**src/rtl/key_event_pkg.sv**
```systemverilog
// Shared clock-project constants: key/time-set controller state encodings.
package key_event_pkg;

    typedef enum logic [1:0] {
        IDLE  = 2'd0,
        PRESS = 2'd1,
        LONG  = 2'd2
    } key_state_e;

endpackage : key_event_pkg

```
**src/rtl/key_event_tick_div.sv**
```systemverilog
// Free-running prescaler: counts 0..TICK_DIV-1 while enabled, held at 0 otherwise.
module tick_div #(
    parameter int TICK_DIV = 50000
) (
    input  logic iclk,
    input  logic irst_n,
    input  logic ien,
    output logic otick
);

    localparam int W = $clog2(TICK_DIV + 1);
    localparam logic [W-1:0] LAST = W'(TICK_DIV - 1);

    if (TICK_DIV < 1) begin : g_param_check
        $error("tick_div: TICK_DIV must be >= 1");
    end

    logic [W-1:0] cnt;

    // Gating with ien keeps the TICK_DIV=1 case quiet while disabled.
    assign otick = ien && (cnt == LAST);

    // NOTE: registered state uses non-blocking assignments so every flop samples pre-edge values.
    always_ff @(posedge iclk or negedge irst_n) begin
        if (!irst_n) begin
            cnt <= '0;
        end else if (!ien || cnt == LAST) begin
            cnt <= '0;
        end else begin
            cnt <= cnt + 1'b1;
        end
    end

endmodule : tick_div

```
**src/rtl/key_event.sv**
```systemverilog
// Key hold classifier: press, long-press, auto-repeat and release pulses from a debounced key level.
module key_event
    import key_event_pkg::*;
#(
    parameter int TICK_DIV   = 50000,
    parameter int LONG_TICKS = 800,
    parameter int REP_TICKS  = 150
) (
    input  logic iclk,
    input  logic irst_n,
    input  logic iin,
    output logic ostep,
    output logic olong,
    output logic orep,
    output logic orel,
    output logic oheld
);

    localparam int HW = $clog2(LONG_TICKS + 1);
    localparam int RW = $clog2(REP_TICKS + 1);
    localparam logic [HW-1:0] HOLD_MAX = HW'(LONG_TICKS);
    localparam logic [RW-1:0] REP_MAX  = RW'(REP_TICKS);

    if (LONG_TICKS < 1 || REP_TICKS < 1) begin : g_param_check
        $error("key_event: LONG_TICKS and REP_TICKS must be >= 1");
    end

    key_state_e    state;
    logic [HW-1:0] hold_cnt;
    logic [RW-1:0] rep_cnt;
    logic          run;
    logic          tick;

    assign run = (state != IDLE);

    tick_div #(
        .TICK_DIV(TICK_DIV)
    ) u_tick_div (
        .iclk  (iclk),
        .irst_n(irst_n),
        .ien   (run),
        .otick (tick)
    );

    always_ff @(posedge iclk or negedge irst_n) begin
        if (!irst_n) begin
            state    <= IDLE;
            hold_cnt <= '0;
            rep_cnt  <= '0;
            ostep    <= 1'b0;
            olong    <= 1'b0;
            orep     <= 1'b0;
            orel     <= 1'b0;
            oheld    <= 1'b0;
        end else begin
            // NOTE: pulses default low every cycle; only the firing branch raises one, which keeps them exclusive.
            ostep <= 1'b0;
            olong <= 1'b0;
            orep  <= 1'b0;
            orel  <= 1'b0;
            case (state)
                IDLE: begin
                    if (iin) begin
                        state    <= PRESS;
                        ostep    <= 1'b1;
                        oheld    <= 1'b1;
                        hold_cnt <= '0;
                        rep_cnt  <= '0;
                    end
                end
                PRESS: begin
                    if (!iin) begin
                        state <= IDLE;
                        orel  <= 1'b1;
                        oheld <= 1'b0;
                    end else if (tick) begin
                        if (hold_cnt == HOLD_MAX - 1'b1) begin
                            state    <= LONG;
                            hold_cnt <= HOLD_MAX;
                            rep_cnt  <= '0;
                            olong    <= 1'b1;
                        end else begin
                            hold_cnt <= hold_cnt + 1'b1;
                        end
                    end
                end
                LONG: begin
                    // Release wins over a repeat that falls due on the same edge.
                    if (!iin) begin
                        state <= IDLE;
                        orel  <= 1'b1;
                        oheld <= 1'b0;
                    end else if (tick) begin
                        if (rep_cnt == REP_MAX - 1'b1) begin
                            rep_cnt <= '0;
                            orep    <= 1'b1;
                        end else begin
                            rep_cnt <= rep_cnt + 1'b1;
                        end
                    end
                end
                default: begin
                    state <= IDLE;
                    oheld <= 1'b0;
                end
            endcase
        end
    end

endmodule : key_event
```
**config.mk**
```make
export PLATFORM = sky130hd
export DESIGN_NAME = key_event
export DESIGN_NICKNAME = d
export VERILOG_FILES = /design/src/rtl/key_event_pkg.sv /design/src/rtl/key_event_tick_div.sv /design/src/rtl/key_event.sv
export SDC_FILE = /design/constraint.sdc
export NUM_CORES = 1
export LEC_CHECK = 0
export BUFFER_PORTS_ARGS = -buffer_cell sky130_fd_sc_hd__clkbuf_2
export CAP_MARGIN = 40
export CORE_MARGIN = 3
export CORE_UTILIZATION = 37
export CTS_BUF_LIST = sky130_fd_sc_hd__clkbuf_8 sky130_fd_sc_hd__clkbuf_16
export CTS_CLUSTER_DIAMETER = 60
export DETAILED_ROUTE_END_ITERATION = 16
export PLACE_DENSITY = 0.61
export SYNTH_ARGS = -nofsm -noshare
export SYNTH_HDL_FRONTEND = slang
export SYNTH_SLANG_ARGS = --single-unit
```
**constraint.sdc**
```tcl
create_clock -name iclk -period 2.4 [get_ports iclk]
set_input_delay 0.12 -clock iclk [delete_from_list [all_inputs] [get_ports iclk]]
set_output_delay 0.12 -clock iclk [all_outputs]
set_load 0.05 [all_outputs]
```
==> qor.yml, run 1 <==
coreArea_mm2: 0.00599
viasPerCell: 5.36
hold_path.class: "in -> reg"
drt-initial-drc-count: 71
critPathRequiredTime_ps: 2600
start_util: 0.386
status: "complete, no violations"
clk_pin_slew_ps: 80
ys_seq_elements: 41
avgRoutedWirePerCell_um: 13.4
ctsLongestPathBuffers: 2
rsz0062_at_grt: "no"
cts-resized-gates: 0
synth_warnings: 0
die_w_um: 85.1
clock.fmax_mhz: 481
syn-cell-area_mm2: 0.00231
vias: 1753
hp-start: "iin"
hold_viol_final: 0
die_h_um: 85.1
setup_violations: 0
cp_max_fo: 5
drc_errors: 0
num_rows: 28
worst-setup-path-type: "reg -> reg"
dp_slack_ps: 333
multiInputGateArea_mm2: 0.00120
worstPathArrival_ps: 2280
syn_avg_cell_area_um2: 9.84
worst_r2r_path_depth: 7
cts_tree: "done"
syn_inst: 235
cts_buffers: 5
num-fill-cells: 579
setup_tns_ps: 0
fin_crit_sh: 0.866
htreeDepth: 2
track_usage: 0.134
grt-ovfl-total: 0
cpMaxStageDelayCell: "or3_4"
post_cts_buffers: 0
final_cell_mix: "dfrtp_1 (41), nor2_1 (19), nand2_1 (18)"
seq_area_frac_synth: 0.443
fin_skew_ps: 3.03
areaGrowthSynthToFinish_pct: 11.2
grt_max_degree: 28
root_buffer: "clkbuf_8"
fin_nets: 261
setup.worst_path.end_class: "register"
max_slew_margin: 0.543
reg2reg_from: "state[0]$_DFFE_PN0P_"
min_to: "orel$_DFF_PN0_"
dr.pass1.iters: 4
ff2ff_setup_slack_ps: 320
synth_fp_nets: 245
seqCellArea_mm2: 0.00103
clkSinkCount: 41
synthArstFlopShare: 1.00
diodes: 0
start_kind: "register"
post-dp-hpwl_um: 3070
layout-drive-gt1-share: 0.143
antenna_found_initial: 0
p_leak_uw: 0.00114
post_dp_cell_area_mm2: 0.00246
insertion_delay_ps: 290
grt_pass1_wl_um: 7860
synth-edff-count: 0
irDropWorstVdd_uv: 490
fin_crit_ps: 2080
grt_pass1_vias: 1661
p_per_area_mw_per_mm2: 734
cap_violations: 0
slowest_delay_ps: 440
final_max_slew_viol_count: 0
fin_area_mm2: 0.00257
io_pins: 8
synth.distinct_cells: 43
gp_congestion: 0.765
wl_um: 4390
path_cells: "inv_1 > ha_1 > and4b_1 > and4_1 > nand2_4 > or3_4 > o31ai_1"
hold_depth: 2
timing.final.ws_setup_ps: 320
die_area_mm2: 0.00724
worst_pin_slew_ps: 685
drtAntennaViolNets: 0
layout_commonest_cell: "dfrtp_1"
synthFlopType: "dfrtp_1"
r2r_end: "rep_cnt[3]$_DFFE_PN0P_"
port_buffers: 7
-- worst max-delay path: cells and delay by family (launching register included) --
family / cells / cell delay (ps)
adder cells (fa/ha/maj): 1 / 210
AO/OA/AOI/OAI: 1 / 240
AND/OR/NAND/NOR: 4 / 1060
flip-flops: 1 / 390
buffers and inverters: 1 / 80
-- stage by stage --
step	cells	utilization	power [uW]	hold WS (ps)
detailed placement	318	0.411	1410	201
global placement	318	0.411	1400	200
finish	327	0.429	1890	278
floorplan	235	-	1230	-176
global route	327	0.429	2030	295
CTS	327	0.429	1910	271
-- what timing repair did --
| action | in CTS | in global routing |
|---|---|---|
| hold buffers | 1 | 0 |
| endpoints found under the hold margin | 25 | 0 |
| setup endpoints to repair | 0 | 0 |
-- cells in the mapped netlist, drive strengths merged, types with 5 or more instances --
cell	instances	share of area
xor2	6	0.023
and3	11	0.030
dfrtp	41	0.44
o21ai	16	0.036
nand3	17	0.039
nor2	19	0.031
ha	7	0.038
xnor2	8	0.030
clkbuf	6	0.014
inv	10	0.016
o31ai	11	0.036
nor2b	8	0.022
nand2	19	0.034
a31oi	5	0.014
-- state kept, by name, summed over array words and instances, names as in the netlist --
register,cells
u_tick_div.cnt,16
hold_cnt,10
rep_cnt,8
state,2
oheld,1
olong,1
orel,1
orep,1
ostep,1
-- cells by family (layout without fill, tap and decap cells) --
| group | Yosys count | in the layout | share of synthesized area |
|---|---|---|---|
| xor gates and xnor gates | 14 | 14 | 0.0530 |
| muxes | 4 | 4 | 0.0173 |
| DFF | 41 | 41 | 0.443 |
| adders and majority gates | 7 | 7 | 0.0379 |
| AOI/OAI and AO/OA | 51 | 51 | 0.149 |
| buffers and inverters | 18 | 35 | 0.0373 |
| and+or+nand+nor | 100 | 100 | 0.262 |
-- layer usage --
metal | routed length (um) | GRT usage | vias up
li1 | - | - | 885
met1 | 2340 | 0.195 | 842
met2 | 1890 | 0.189 | 22
met3 | 113 | 0.0408 | 4
met4 | 43 | 0.0460 | 0
met5 | 0 | 0 | -
-- where the power goes --
part	switching (uW)	internal, uW	leakage [uW]	total, uW
sequential	62.4	755	0.000563	818
clock	234	260	0.0000542	494
combinational	376	200	0.000524	576
total	673	1220	0.00114	1890
-- area by class of cell --
type | instances | share of cell area
repair buffers | 17 | 0.0438
inverters | 10 | 0.0146
clock inverters | 1 | 0.00195
clock buffers | 7 | 0.0375
multi-input cells | 176 | 0.467
well taps | 75 | 0.0365
flip-flops and latches | 41 | 0.399
-- worst max path at each step --
stage                                  startpoint                      end  depth (start not counted)
after global placement    hold_cnt[0]$_DFFE_PN0P_   rep_cnt[3]$_DFFE_PN0P_                          6
after CTS                    state[0]$_DFFE_PN0P_   rep_cnt[3]$_DFFE_PN0P_                          7
after detailed placement     state[0]$_DFFE_PN0P_   rep_cnt[3]$_DFFE_PN0P_                          7
after global routing         state[0]$_DFFE_PN0P_  hold_cnt[8]$_DFFE_PN0P_                          7
after floorplan              state[0]$_DFFE_PN0P_   rep_cnt[3]$_DFFE_PN0P_                          9
final                        state[0]$_DFFE_PN0P_   rep_cnt[3]$_DFFE_PN0P_                          7
(Power assumes the default switching activity.)
==> run 2, diff against run 1 <==
--- a/config.mk
+++ b/config.mk
@@ -5,14 +5,15 @@
 export SDC_FILE = /design/constraint.sdc
 export NUM_CORES = 1
 export LEC_CHECK = 0
+export ABC_CLOCK_PERIOD_IN_PS = 2400
 export BUFFER_PORTS_ARGS = -buffer_cell sky130_fd_sc_hd__clkbuf_2
 export CAP_MARGIN = 40
 export CORE_MARGIN = 3
-export CORE_UTILIZATION = 37
+export CORE_UTILIZATION = 57
 export CTS_BUF_LIST = sky130_fd_sc_hd__clkbuf_8 sky130_fd_sc_hd__clkbuf_16
 export CTS_CLUSTER_DIAMETER = 60
 export DETAILED_ROUTE_END_ITERATION = 16
-export PLACE_DENSITY = 0.61
+export PLACE_DENSITY = 0.83
 export SYNTH_ARGS = -nofsm -noshare
 export SYNTH_HDL_FRONTEND = slang
 export SYNTH_SLANG_ARGS = --single-unit
==> qor.yml, run 2 (synthesis results as in run 1) <==
drt-initial-drc-count: 91
worstSetupStartpoint: "state[0]$_DFFE_PN0P_"
p_leak_uw: 0.00112
cap_violations: 0
die_area_mm2: 0.00486
areaGrowthSynthToFinish_pct: 8.38
root_buffer: "clkbuf_8"
drc_errors: 0
io_pins: 8
track_usage: 0.204
cpLargestDelayFamily: "simple AND/OR/NAND/NOR gates"
multiInputGateArea_mm2: 0.00120
htreeDepth: 2
antenna_found_initial: 0
final_max_slew_viol_count: 0
setup_tns_ps: 0
stdcell_count: 295
die_w_um: 69.7
dr.pass1.iters: 4
diodes: 0
die_h_um: 69.7
p_sw_uw: 655
hold_viol_final: 0
worst-setup-path-type: "reg -> reg"
setup.worst_path.end_class: "register"
slowest_delay_ps: 440
clkPwrFrac: 0.243
start_util: 0.609
worstPathArrival_ps: 2360
cpMaxStageDelayCell: "or3_4"
post-place-cells: 287
post-dp-hpwl_um: 3250
fin_crit_ps: 2160
p_comb_frac: 0.307
num-fill-cells: 305
coreArea_mm2: 0.00380
start_kind: "register"
hold_path.class: "in -> async"
drtAntennaViolNets: 0
worst_pin_slew_ps: 610
cp_max_fo: 9
gp_congestion: 0.847
path_cells: "inv_1 > ha_1 > and4b_1 > and4_2 > nand2_4 > or3_4 > o31ai_1"
ctsLongestPathBuffers: 2
critPathBufInv: 1
top_regs: "u_tick_div.cnt x16, hold_cnt x10, rep_cnt x8"
p_per_area_mw_per_mm2: 726
grt_pass1_wl_um: 7980
num_rows: 22
avgRoutedWirePerCell_um: 15.4
setup_violations: 0
ff2ff_setup_slack_ps: 240
grt-ovfl-total: 0
layout-drive-gt1-share: 0.126
cts_buffers: 5
max_slew_margin: 0.589
switching_share: 0.360
cts_tree: "done"
seqCellArea_mm2: 0.00103
irDropWorstVdd_uv: 680
wl_um: 4540
final_cell_mix: "dfrtp_1 (41), nor2_1 (19), nand2_1 (18)"
grt_pass1_vias: 1689
fin_skew_ps: 3.95
rsz0062_at_grt: "no"
largest_reg_flops: 16
clkSinkCount: 41
intPower_uw: 1170
reg2reg_from: "state[0]$_DFFE_PN0P_"
vias: 1774
viasPerCell: 6.01
layout_commonest_cell: "dfrtp_1"
insertion_delay_ps: 290
status: "complete, no violations"
fin_nets: 257
postLayoutCoreUtil: 0.660
port_buffers: 7
power_frac_seq: 0.450
regMostFlops: "u_tick_div.cnt"
clock.fmax_mhz: 463
grt_max_degree: 28
clk_pin_slew_ps: 70
fin_crit_sh: 0.901
critPathRequiredTime_ps: 2600
==> run 2: changes by cell type in the layout (fill, tap and decap cells not counted), sizes merged <==
cell / before / now
clkbuf: 14 / 13
clkinv: 1 / 0
buf: 9 / 5
inv: 10 / 11
==> run 2: timing repair <==
action                                  4_1_cts  5_1_grt
resized for setup                             0        1
endpoints found under the setup margin        0        1
setup buffers                                 0        0
endpoints found under the hold margin        14        0
hold buffers                                  1        0
==> run 2: final timing paths <==
kind / end / depth (start not counted)
setup / recovery: rep_cnt[7]$_DFFE_PN0P_ / 7
hold / removal: hold_cnt[8]$_DFFE_PN0P_ / 2
setup reg to reg: rep_cnt[7]$_DFFE_PN0P_ / 7
hold reg to reg: u_tick_div.cnt[0]$_DFF_PN0_ / 1
max in group asynchronous: rep_cnt[0]$_DFFE_PN0P_ / 3
min in group iclk: orel$_DFF_PN0_ / 2
==> run 2: worst register-to-register path, cell delays in order (launching register included) <==
cell and delay, ps:
dfrtp_1 390, inv_1 80, ha_1 210, and4b_1 260, and4_2 370, nand2_4 80
or3_4 440, o31ai_1 240
==> run 2: layout make-up <==
type / instances / share of cell area
clock inverters: 1 / 0.00150
multi-input cells: 176 / 0.480
well taps: 48 / 0.0240
inverters: 10 / 0.0150
clock buffers: 6 / 0.0329
repair buffers: 13 / 0.0379
flip-flops and latches: 41 / 0.409
==> run 2: power by group through the flow <==
stage	Clock, uW	Sequential (uW)	Combinational (uW)
4_1_cts	459	817	560
5_1_grt	490	827	631
3_3_place_gp	0	827	542
2_1_floorplan	0	879	346
3_5_place_dp	0	830	555
6_report	442	818	559
==> run 2: metal layers <==
metal  vias up  GRT usage  part of all wire  wire length (um)
li1        880          -                 -                 -
met1       862      0.281              0.47              2140
met2        23      0.317              0.48              2160
met3         9     0.0449             0.034               156
met4         0     0.0787             0.017                76
met5         -          0                 0                 0
==> run 2: stage by stage <==
stage	hold WS, ps	power [uW]	instance area, um2	setup WS [ps]
5_1_grt	314	1950	2510	90.0
3_3_place_gp	333	1370	2390	273
2_1_floorplan	-176	1230	2310	321
6_report	282	1820	2510	239
4_1_cts	283	1840	2510	133
3_5_place_dp	71.3	1390	2410	151
